File: src/rtl/cs_window_ctrl.sv
// cs_window_ctrl: sequencer for the series-computation datapath.
// Keeps a WIN-deep sliding window of samples together with its running sum.
// Once the window is full, every accepted sample starts a serial scan for X_appr.
// X_appr is the largest window entry that is <= floor(sum/WIN).
// Y = (sum + WIN*X_appr) >> SHIFT is then presented over a valid/ready handshake.
// Optional feature: define CS_FLUSH_EN to add a flush input.
// flush clears the window and abandons any scan or pending result.
module cs_window_ctrl #(
  parameter int DW    = 8,
  parameter int WIN   = 9,
  parameter int SHIFT = 3,
  parameter int SW    = 12,
  parameter int OW    = 10
) (
  input  logic          clk,
  input  logic          reset,
  input  logic [DW-1:0] X,
  input  logic          in_valid,
  output logic          in_ready,
  output logic [OW-1:0] Y,
  output logic          out_valid,
  input  logic          out_ready,
  output logic          win_full,
  output logic          busy
`ifdef CS_FLUSH_EN
  ,
  input  logic          flush
`endif
);

  localparam int PW = (WIN > 1) ? $clog2(WIN) : 1;
  localparam int CW = $clog2(WIN + 1);
  // OW+SHIFT bits are needed so that the pre-shift sum (up to 2*WIN*(2^DW-1)) never wraps.
  localparam int YW = OW + SHIFT;

  typedef enum logic [1:0] {
    IDLE = 2'd0,
    SCAN = 2'd1,
    OUT  = 2'd2
  } state_t;

  state_t        r_state;
  state_t        w_nextState;
  logic [DW-1:0] r_buf [WIN];
  logic [PW-1:0] r_wptr;
  logic [CW-1:0] r_fill;
  logic [CW-1:0] r_idx;
  logic [SW-1:0] r_sum;
  logic [DW-1:0] r_xappr;
  logic [OW-1:0] r_y;

  logic          w_flush;
  logic          w_accept;
  logic          w_fullAfter;
  logic          w_scanLast;
  logic          w_candidate;
  logic [PW-1:0] w_scanIdx;
  logic [DW-1:0] w_scanVal;
  logic [SW-1:0] w_scaled;
  logic [YW-1:0] w_ySum;
  logic [OW-1:0] w_yOut;

`ifdef CS_FLUSH_EN
  assign w_flush = flush;
`else
  assign w_flush = 1'b0;
`endif

  assign w_accept    = in_valid && in_ready;
  assign w_fullAfter = (r_fill >= CW'(WIN - 1));
  // Scan steps 0..WIN-1 compare entries; the extra step WIN only forms Y from the finished maximum,
  // which keeps the multiply-add off the compare path.
  assign w_scanLast  = (r_idx == CW'(WIN));
  assign w_scanIdx   = (r_idx < CW'(WIN)) ? r_idx[PW-1:0] : '0;
  assign w_scanVal   = r_buf[w_scanIdx];
  assign w_scaled    = SW'(WIN) * SW'(w_scanVal);
  assign w_candidate = (w_scaled <= r_sum);
  assign w_ySum      = YW'(r_sum) + YW'(WIN) * YW'(r_xappr);
  assign w_yOut      = OW'(w_ySum >> SHIFT);

  // State register: reset always returns to IDLE, dropping any scan or pending result.
  always_ff @(posedge clk) begin
    if (reset) r_state <= IDLE;
    else       r_state <= w_nextState;
  end

  // Next-state logic: flush overrides everything, otherwise IDLE -> SCAN -> OUT -> IDLE.
  always_comb begin
    w_nextState = r_state;
    if (w_flush) begin
      w_nextState = IDLE;
    end else begin
      case (r_state)
        IDLE:    if (w_accept && w_fullAfter) w_nextState = SCAN;
        SCAN:    if (w_scanLast)              w_nextState = OUT;
        OUT:     if (out_ready)               w_nextState = IDLE;
        default: w_nextState = IDLE;
      endcase
    end
  end

  // Output decode: handshake flags follow the state directly, Y is the held result register.
  always_comb begin
    in_ready  = (r_state == IDLE) && !w_flush;
    out_valid = (r_state == OUT);
    busy      = (r_state != IDLE);
    win_full  = (r_fill == CW'(WIN));
    Y         = r_y;
  end

  // Window, running sum and scan datapath: updated on accept in IDLE and stepped during SCAN.
  always_ff @(posedge clk) begin
    if (reset) begin
      for (int i = 0; i < WIN; i++) r_buf[i] <= '0;
      r_wptr  <= '0;
      r_fill  <= '0;
      r_sum   <= '0;
      r_idx   <= '0;
      r_xappr <= '0;
      r_y     <= '0;
    end else if (w_flush) begin
      for (int i = 0; i < WIN; i++) r_buf[i] <= '0;
      r_wptr  <= '0;
      r_fill  <= '0;
      r_sum   <= '0;
      r_idx   <= '0;
      r_xappr <= '0;
    end else begin
      if (w_accept) begin
        r_buf[r_wptr] <= X;
        r_sum         <= r_sum + SW'(X) - SW'(r_buf[r_wptr]);
        r_wptr        <= (r_wptr == PW'(WIN - 1)) ? '0 : r_wptr + 1'b1;
        if (r_fill != CW'(WIN)) r_fill <= r_fill + 1'b1;
        r_idx   <= '0;
        r_xappr <= '0;
      end
      if (r_state == SCAN) begin
        if (w_scanLast) begin
          r_y <= w_yOut;
        end else begin
          r_idx <= r_idx + 1'b1;
          if (w_candidate && (w_scanVal > r_xappr)) r_xappr <= w_scanVal;
        end
      end
    end
  end

endmodule

File: config.mk
export PLATFORM = sky130hd
export DESIGN_NAME = cs_window_ctrl
export DESIGN_NICKNAME = d
export VERILOG_FILES = /design/src/rtl/cs_window_ctrl.sv
export SDC_FILE = /design/constraint.sdc
export NUM_CORES = 1
export LEC_CHECK = 0
export ABC_AREA = 0
export BUFFER_PORTS_ARGS = -buffer_cell sky130_fd_sc_hd__buf_2
export CORE_MARGIN = 10
export CORE_UTILIZATION = 60
export CTS_CLUSTER_DIAMETER = 120
export DETAILED_ROUTE_END_ITERATION = 12
export PLACE_DENSITY = 0.77
export SLEW_MARGIN = 40
export SYNTH_ARGS = -nofsm -noshare
export SYNTH_HDL_FRONTEND = slang
export SYNTH_SLANG_ARGS = --single-unit
File: constraint.sdc
create_clock -name clk -period 5.49 [get_ports clk]
set_input_delay 1.647 -clock clk [delete_from_list [all_inputs] [get_ports clk]]
set_output_delay 1.647 -clock clk [all_outputs]
set_load 0.03 [all_outputs]
==> qor.yml, run 1 <==
outcome: "completed"
core_area_sq_mm: 0.0174
syn_nets: 1024
grt_max_degree: 65
clk_pin_slew_ns: 0.08
synth_area_sq_mm: 0.0106
fmax_ghz: 0.194
finalSetupViolations: 0
grt_pass1_wl_mm: 43.3
hold_buffers: 0
slowest_stage: "a211o_2"
yosys-top-cells-area: "edfxtp_1 36%, dfxtp_1 9.0%, mux4_2 8.7%, ha_1 8.6%, and3_1 4.8%"
synth_edf_count: 128
final_layout_size_suffix_gt1_share_pct: 16.8
clock_sinks: 176
first_global_vias: 7575
via_per_inst: 6.62
die_area_sq_mm: 0.0235
num_io_pins: 26
final_antenna_net_count: 0
maxSlewViolCount: 0
final_util_pct: 67.8
yosysWarnings: 0
drtIter0Drc: 790
drv_cap: 0
synthCells: 925
crit_required_ns: 5.82
worst-path-buf-inv: 2
path_cells: "inv_2 -> ha_1 -> nand2b_1 -> a21oi_4 -> mux2_2 -> o221ai_1 -> o311ai_1 -> buf_4 -> ha_1 -> ha_1 -> nor2b_1 -> o21ai_0 -> nand2b_1 -> a21o_1 -> and3_1 -> xor2_1 -> ha_1 -> nand4_1 -> nor2_1 -> o21ai_0 -> a31oi_1 -> a211o_2 -> a32o_1"
final_net_count: 1049
fp.dieW_microns: 153
ys_async_sr_fraction_pct: 0
relSlewSlack_pct: 45.7
n_fill_cell: 1231
grt_use_total_pct: 23.3
ys_seq_area_share_pct: 45.2
cp.arrival_ns: 5.49
synth_ff_type: "edfxtp_1"
area_growth_pct: 10.6
p_leak_nw: 4.83
setup_tns_ns: 0
cts_max_path_buffers: 2
drtPass1Iterations: 8
gp_congestion: 0.977
ctsRootBufferMaster: "clkbuf_16"
syn_avg_cell_area_sq_um: 11.5
ir_drop_uv: 222
dp_hpwl_mm: 19.9
overflow: 0
clk_latency_ns: 0.45
ys_ff_latch: 176
final_cell_mix: "128 x edfxtp_1, 82 x inv_1, 82 x and3_1"
dieHeight_microns: 153
wl_mm: 27.5
worstSetupPathType: "flip-flop to flip-flop"
avgRoutedWirePerCell_microns: 23.2
worst_slew_pin_slew_ns: 0.814
cts_tree: "built"
synth.largest_area_cell: "edfxtp_1"
multi_input_area_sq_mm: 0.00535
synth.distinct_cells: 70
cts_max_level: 4
rsz0062_at_grt: "false"
path_common_cell: "ha_1"
drc: 0
numCtsBuffers: 17
start_util_pct: 61.3
diodes: 0
hold_class: "flip-flop to flip-flop"
period_minus_slack_ns: 5.17
cpPeakStageDelay_ns: 0.42
layout.cells.most_common: "edfxtp_1"
rows: 48
clock_skew_ns: 0.0169
antenna_found_initial: 0
hold_viol_final: 0
vias: 7863
cp-end-kind: "flip-flop"
crit_fanout: 8
powerDensity_mw_per_mm2: 328
register_area_sq_mm: 0.00481
finalCritPeriodShare_pct: 94.1
synth_top_area_share_pct: 36.1
numPortBuffers: 25
start_kind: "flip-flop"
crit_family: "compound AO/OA/AOI/OAI gates"
==> worst paths after layout <==
kind                                          start  slack [ns]               endpoint  cells after the start
worst max-delay path            r_idx[0]$_SDFF_PP0_        0.32  r_xappr[1]$_SDFF_PP0_                     23
worst min-delay path              Y[6]$_SDFFE_PP0P_        0.45      Y[6]$_SDFFE_PP0P_                      2
worst max register to register  r_idx[0]$_SDFF_PP0_        0.32  r_xappr[1]$_SDFF_PP0_                     23
worst min register to register    Y[6]$_SDFFE_PP0P_        0.45      Y[6]$_SDFFE_PP0P_                      2
==> metrics by stage <==
stage          area [sq um]  setup slack [ns]  hold WS, ns  std cells  total power [mW]
3_5_place_dp          11100             0.195        0.445       1153              2.58
4_1_cts               11700             0.137        0.458       1185              3.84
5_1_grt               11800           0.00714        0.466       1188              4.04
3_3_place_gp          11000             0.281        0.437       1150              2.56
2_1_floorplan         10600             0.723        0.432        925              2.32
6_report              11800             0.324        0.454       1188              3.86
==> sequential cells by signal, summed over array words and instances (netlist names), named ones only <==
register / flops
r_idx: 4
r_fill: 4
r_sum: 12
r_xappr: 8
r_wptr: 4
r_buf: 128
r_state: 2
Y: 10
==> final cells by class <==
cell class	count	share of cell area [%]
clock inverters	15	1.69
repair buffers	56	3.25
well taps	225	2.39
flip-flops and latches	176	40.9
clock buffers	17	3.62
multi-input cells	614	45.5
inverters	85	2.71
==> what timing repair did <==
action | CTS | global route
gates resized for setup | 0 | 8
setup buffers | 0 | 3
endpoints found under the setup margin | 0 | 8
==> routing by layer <==
metal | vias up | routed length, microns | track usage, %
met5 | - | 0 | 0
met4 | 0 | 1030 | 10.4
met3 | 70 | 2310 | 4.49
met2 | 417 | 13200 | 37.9
met1 | 3822 | 10900 | 29.6
li1 | 3554 | - | -
==> logic make-up after synthesis <==
logic type	synth area share, %
xor+xnor	1.81
buf+inv	5.07
compound gates	12.9
fa+ha+maj	11.2
simple gates	13.0
mux	10.9
flops	45.2
==> synthesized netlist by cell type, types with 15 or more instances <==
master,n
nor2_1,55
dfxtp_1,48
mux4_2,41
o21ai_0,25
ha_1,73
edfxtp_1,128
inv_1,82
clkbuf_1,29
nand3_1,15
and3_1,82
a211oi_1,19
a21oi_1,56
nand2_1,32
==> tightest hold or removal path: stages, from the launching register on <==
cell,delay (ns)
dfxtp_1,0.31
nand2_1,0.05
a21oi_1,0.05
==> report_power, final <==
part           switching (mW)  total (mW)  internal, mW
Clock                   0.637        1.27         0.630
Sequential             0.0567        1.54          1.49
Combinational           0.615        1.05         0.435
No activity file was read; power rests on OpenSTA's default activity.
==> inputs of run 2 (changes only) <==
--- a/config.mk
+++ b/config.mk
@@ -7,11 +7,14 @@
 export LEC_CHECK = 0
 export ABC_AREA = 0
 export BUFFER_PORTS_ARGS = -buffer_cell sky130_fd_sc_hd__buf_2
+export CELL_PAD_IN_SITES_DETAIL_PLACEMENT = 0
+export CELL_PAD_IN_SITES_GLOBAL_PLACEMENT = 1
 export CORE_MARGIN = 10
-export CORE_UTILIZATION = 60
+export CORE_UTILIZATION = 53
+export CTS_BUF_LIST = sky130_fd_sc_hd__clkbuf_4
 export CTS_CLUSTER_DIAMETER = 120
 export DETAILED_ROUTE_END_ITERATION = 12
-export PLACE_DENSITY = 0.77
+export PLACE_DENSITY_LB_ADDON = 0.1
 export SLEW_MARGIN = 40
 export SYNTH_ARGS = -nofsm -noshare
 export SYNTH_HDL_FRONTEND = slang
==> run 2 against run 1 <==
  * Sequential share of layout area increased by 0.27 points
  * Combinational power about the same
  * First-iteration DRC count fell by 19%
  * Clock power decreased by 38%
  * Largest power group unchanged
  * Sequential power about the same
  * Via count about the same
==> qor.yml, run 2 (synthesis results as in run 1) <==
outcome: "completed"
fmax_ghz: 0.191  # -1.2%
dp_hpwl_mm: 23.8  # +20%
slowest_stage: "a222oi_1"
m1WireLength_mm: 12.4  # +13%
path_common_cell: "ha_1"
numCtsBuffers: 17  # unchanged
postLayoutCellArea_sq_mm: 0.0117  # -0.66%
met2_length_mm: 15.5  # +17%
drc: 0  # unchanged
start_kind: "flip-flop"
rows: 51  # +6.3%
num_io_pins: 26  # unchanged
drtIter0Drc: 641  # -19%
netSwitchingFraction_pct: 36.7  # +2.8 points
power.total_mw: 3.41  # -12%
dieHeight_microns: 162  # +5.6%
comb_power_share_pct: 31.4  # +4.2 points
finalSetupViolations: 0  # unchanged
overflow: 0  # unchanged
die_area_sq_mm: 0.0261  # +11%
period_minus_slack_ns: 5.23  # +0.0622 ns
worstSetupPathType: "flip-flop to flip-flop"
p_switching_mw: 1.25  # -4.4%
cp-end-kind: "flip-flop"
clock_skew_ns: 0.0400  # +0.0231 ns
cts_max_path_buffers: 2  # unchanged
power.internal_mw: 2.15  # -16%
seqPwrFrac_pct: 45.4  # +5.4 points
cts_tree: "built"
p_leak_nw: 4.75  # -1.5%
final_cell_mix: "128 x edfxtp_1, 82 x inv_1, 82 x and3_1"
largest-register: "r_buf"
layout.cells.most_common: "edfxtp_1"
ir_drop_uv: 262  # +18%
numPortBuffers: 25  # unchanged
vias: 7857  # -0.076%
ctsRootBufferMaster: "clkbuf_4"
wl_mm: 31.2  # +14%
avgRoutedWirePerCell_microns: 25.2  # +8.8%
hold_viol_final: 0  # unchanged
powerDensity_mw_per_mm2: 291  # -11%
wl_met3_mm: 2.25  # -2.5%
fp.dieW_microns: 162  # +5.6%
cpPeakStageDelay_ns: 0.50  # +0.08 ns
finalCritPeriodShare_pct: 95.2  # +1.1 points
area_growth_pct: 9.87
via_per_inst: 6.34  # -4.2%
drv_cap: 0  # unchanged
cp.arrival_ns: 5.74  # +0.25 ns
final_net_count: 1059  # +0.95%
first_global_vias: 7762  # +2.5%
start_util_pct: 54.3  # -7.0 points
clockPowerShare_pct: 23.2  # -9.6 points
clk_latency_ns: 0.62  # +0.17 ns
path_cells: "inv_2 -> ha_2 -> nand2b_2 -> nand2_2 -> a222oi_1 -> o311ai_2 -> buf_4 -> and2_1 -> ha_1 -> ha_1 -> nor2b_1 -> o21ai_0 -> nand2b_1 -> a21o_1 -> and3_1 -> xor2_1 -> ha_1 -> nand4_1 -> nor2_1 -> o21ai_0 -> a31oi_2 -> a2111oi_4 -> buf_4 -> a32o_1"
hold_class: "flip-flop to flip-flop"
clk_pin_slew_ns: 0.17  # +0.09 ns
core_area_sq_mm: 0.0196  # +13%
whs_ns: 0.463  # +0.00937 ns
final_layout_size_suffix_gt1_share_pct: 18.9  # +2.1 points
gp_congestion: 0.932  # -4.6%
crit_required_ns: 6.00  # +0.18 ns
cts_max_level: 4  # unchanged
route.top_layer_used: "met5"
grt_pass1_wl_mm: 47.1  # +8.9%
clock_sinks: 176  # unchanged
drtPass1Iterations: 8  # unchanged
final_antenna_net_count: 0  # unchanged
relSlewSlack_pct: 50.3  # +4.6 points
worst_slew_pin_slew_ns: 0.740  # -0.0740 ns
crit_fanout: 8  # unchanged
largest_reg_flops: 128  # unchanged
grt_use_total_pct: 23.9  # +0.60 points
placed_cell_area_sq_mm: 0.0112  # +0.81%
antenna_found_initial: 2  # +2
maxSlewViolCount: 0  # unchanged
grt_max_degree: 65  # unchanged
run 2: changes by cell type in the layout (fill, tap and decap cells not counted), sizes merged:
| cell | delta |
|---|---|
| buf | +10 |
| clkinv | +1 |
| diode | +1 |
| inv | -1 |
run 2: worst paths after layout:
check | start | endpoint | slack, ns | depth (start not counted)
max | r_idx[0]$_SDFF_PP0_ | r_xappr[0]$_SDFF_PP0_ | 0.26 | 24
min | Y[8]$_SDFFE_PP0P_ | Y[8]$_SDFFE_PP0P_ | 0.46 | 2
max reg2reg | r_idx[0]$_SDFF_PP0_ | r_xappr[0]$_SDFF_PP0_ | 0.26 | 24
min reg2reg | Y[8]$_SDFFE_PP0P_ | Y[8]$_SDFFE_PP0P_ | 0.46 | 2
run 2: worst max-delay path, delay by kind of cell, from the launching register on:
kind | cells | cell delay [ns]
XOR/XNOR | 1 | 0.14
AND/OR/NAND/NOR | 8 | 1.15
adder cells (fa/ha/maj) | 4 | 1.22
buffers and inverters | 3 | 0.48
AO/OA/AOI/OAI | 8 | 1.78
flip-flops | 1 | 0.37
run 2: power groups by stage:
stage | Clock, mW | Sequential [mW] | Combinational, mW
after floorplan | 0 | 1.55 | 0.774
after global placement | 0 | 1.57 | 1.02
after detailed placement | 0 | 1.58 | 1.05
after CTS | 0.798 | 1.55 | 1.06
after global routing | 0.855 | 1.56 | 1.19
final | 0.790 | 1.55 | 1.07
run 2: metal layers:
metal | vias to the layer above | GRT usage, %
li1 | 3563 | -
met4 | 2 | 9.64
met5 | - | 0
met2 | 292 | 40.3
met1 | 3950 | 29.4
met3 | 50 | 5.03
run 2: repair_timing:
action | in CTS | in global routing
setup endpoints to repair | 1 | 8
hold buffers | 0 | 0
setup buffers | 0 | 7
endpoints found under the hold margin | 0 | 0
pin swaps | 0 | 6
resized for setup | 1 | 23
run 2: layout make-up:
type | count | area, sq um
Tap cell | 265 | 332
Clock inverter | 15 | 183
Fill cell | 1639 | 7900
Sequential cell | 176 | 4810
Antenna cell | 1 | 2.50
Timing Repair Buffer | 66 | 445
Clock buffer | 17 | 128
Inverter | 85 | 319
Multi-Input combinational cell | 614 | 5470
run 2: metrics by stage:
step | setup TNS [ns] | instances | setup slack (ns) | util [%]
6_report | 0 | 1239 | 0.262 | 59.7
5_1_grt | -0.111 | 1239 | -0.0291 | 59.7
4_1_cts | 0 | 1231 | 0.0186 | 58.5
3_5_place_dp | 0 | 1199 | 0.0146 | 56.9
3_3_place_gp | 0 | 1198 | 0.119 | 56.9
2_1_floorplan | 0 | 925 | 0.723 | -
==> inputs of run 3 (changes only) <==
--- a/config.mk
+++ b/config.mk
@@ -9,7 +9,7 @@
 export BUFFER_PORTS_ARGS = -buffer_cell sky130_fd_sc_hd__buf_2
 export CELL_PAD_IN_SITES_DETAIL_PLACEMENT = 0
 export CELL_PAD_IN_SITES_GLOBAL_PLACEMENT = 1
-export CORE_MARGIN = 10
+export CORE_ASPECT_RATIO = 1.2
 export CORE_UTILIZATION = 53
 export CTS_BUF_LIST = sky130_fd_sc_hd__clkbuf_4
 export CTS_CLUSTER_DIAMETER = 120
==> run 3 against run 2 <==
  * Via count decreased by 1.5%
  * Global-route usage increased by 6.6 points
  * Clock skew decreased by 0.015 ns
==> qor.yml, run 3 (synthesis results as in run 1) <==
outcome: "completed"
worstSetupPathType: "flip-flop to flip-flop"
grt_use_total_pct: 30.5  # +6.6 points
fp.dieW_microns: 131  # -19%
antenna_found_initial: 1  # -1
ir_drop_uv: 163  # -38%
dp_cells: 1193  # -0.50%
path_common_cell: "ha_1"
core_area_sq_mm: 0.0196  # +0.15%
start_kind: "flip-flop"
grt_util_met1_pct: 34.9  # +5.6 points
final_cells: 1228  # -0.89%
cp.arrival_ns: 5.73  # about the same
rows: 56  # +9.8%
slowest_stage: "fa_1"
finalCritPeriodShare_pct: 94.9  # -0.30 points
cp-end-kind: "flip-flop"
clock_sinks: 176  # unchanged
worst_slew_pin_slew_ns: 0.786  # +0.0456 ns
overflow: 0  # unchanged
final_net_count: 1052  # -0.66%
crit_required_ns: 6.00  # about the same
grt_max_degree: 65  # unchanged
hold_viol_final: 0  # unchanged
die_area_sq_mm: 0.0206  # -21%
ctsRootBufferMaster: "clkbuf_4"
largest-register: "r_buf"
first_global_vias: 7751  # -0.14%
powerDensity_mw_per_mm2: 296  # +1.5%
maxSlewViolCount: 0  # unchanged
final_antenna_net_count: 0  # unchanged
drc: 0  # unchanged
avgRoutedWirePerCell_microns: 24.4  # -3.2%
use_met2_pct: 54.8  # +14 points
numCtsBuffers: 17  # unchanged
vias: 7737  # -1.5%
drtIter0Drc: 617  # -3.7%
setup_tns_ns: 0  # unchanged
final_layout_size_suffix_gt1_share_pct: 17.6  # -1.3 points
clock_skew_ns: 0.0247  # -0.0153 ns
start_util_pct: 54.2  # -0.080 points
clk_latency_ns: 0.62  # about the same
layout.cells.most_common: "edfxtp_1"
relSlewSlack_pct: 47.4  # -2.9 points
via_per_inst: 6.30  # -0.65%
p_leak_nw: 4.70  # -1.1%
dp_hpwl_mm: 22.8  # -4.2%
period_minus_slack_ns: 5.21  # -0.0162 ns
clk_pin_slew_ns: 0.16  # about the same
cts_tree: "built"
cpPeakStageDelay_ns: 0.41  # -0.09 ns
postLayoutCellArea_sq_mm: 0.0115  # -1.5%
drtPass1Iterations: 7  # -1
area_growth_pct: 8.27
wl_mm: 30.0  # -4.0%
grt_pass1_wl_mm: 46.1  # -2.2%
gp_congestion: 1.03  # +11%
final_cell_mix: "128 x edfxtp_1, 82 x inv_1, 82 x and3_1"
largest_reg_flops: 128  # unchanged
grt_util_met3_pct: 5.38  # +0.35 points
finalSetupViolations: 0  # unchanged
numPortBuffers: 25  # unchanged
drv_cap: 0  # unchanged
crit_fanout: 8  # unchanged
gr-max-usage-layer: "met2"
rsz0062_at_grt: "false"
path_cells: "inv_2 -> ha_2 -> nand2b_1 -> a21oi_4 -> mux2_2 -> o221ai_1 -> o311ai_1 -> ha_1 -> ha_1 -> inv_1 -> fa_1 -> nor2b_1 -> o21ai_0 -> nand2b_1 -> a21o_1 -> and3_1 -> xor2_1 -> ha_1 -> nand4_1 -> nor2_1 -> o21ai_0 -> a31oi_2 -> a211o_2 -> a32o_1"
fmax_ghz: 0.192  # +0.31%
cts_max_level: 4  # unchanged
num_io_pins: 26  # unchanged
cts_max_path_buffers: 2  # unchanged
placed_cell_area_sq_mm: 0.0111  # -0.25%
r2r_slack_ns: 0.28  # +0.02 ns
dieHeight_microns: 157  # -2.8%
hold_class: "flip-flop to flip-flop"
run 3: cell count changes in the layout (fill, tap and decap cells not counted), sizes merged:
cell	change
buf	-7
clkinvlp	+1
clkinv	-1
run 3: power by group:
group	leakage, nW	internal (mW)	total [mW]	switching [mW]
sequential	1.64	1.49	1.56	0.0773
clock	0.159	0.217	0.772	0.555
combinational	2.90	0.449	1.07	0.623
run 3: repair_timing:
action | CTS | global route
hold buffers | 0 | 0
setup endpoints to repair | 0 | 8
resized for setup | 0 | 10
buffers inserted | 0 | 1
run 3: final cells by class:
cell class / instances / area (sq um)
well taps: 261 / 327
diodes: 1 / 2.50
flip-flops and latches: 176 / 4810
clock buffers: 17 / 128
multi-input cells: 614 / 5360
inverters: 85 / 319
clock inverters: 15 / 178
fillers: 1649 / 8100
repair buffers: 59 / 393
run 3: worst max-delay path: cells and delay by family (launching register included):
kind / cells / cell delay, ns
compound gates: 9 / 1.90
xor+xnor: 1 / 0.16
fa+ha+maj: 5 / 1.45
buf+inv: 2 / 0.19
flops: 1 / 0.37
mux: 1 / 0.37
simple gates: 6 / 0.69
run 3: path summary, 6_finish.rpt:
path / to / startpoint / depth (start not counted)
max: r_xappr[0]$_SDFF_PP0_ / r_idx[0]$_SDFF_PP0_ / 24
min reg2reg: Y[0]$_SDFFE_PP0P_ / Y[0]$_SDFFE_PP0P_ / 2
max reg2reg: r_xappr[0]$_SDFF_PP0_ / r_idx[0]$_SDFF_PP0_ / 24
min: Y[0]$_SDFFE_PP0P_ / Y[0]$_SDFFE_PP0P_ / 2
run 3: stage by stage:
stage               hold slack (ns)  utilization (%)  setup WS [ns]  power (mW)
floorplan                     0.432                -          0.723        2.32
global placement              0.442             56.6          0.220        2.61
detailed placement            0.446             56.7         0.0581        2.65
CTS                           0.467             58.3         0.0239        3.41
global route                  0.489             58.7         0.0159        3.59
finish                        0.465             58.7          0.278        3.41
run 3: routing by layer:
layer / wire (microns) / vias up
li1: - / 3545
met1: 11200 / 3816
met2: 15600 / 313
met3: 1760 / 63
met4: 1430 / 0
met5: 0 / -
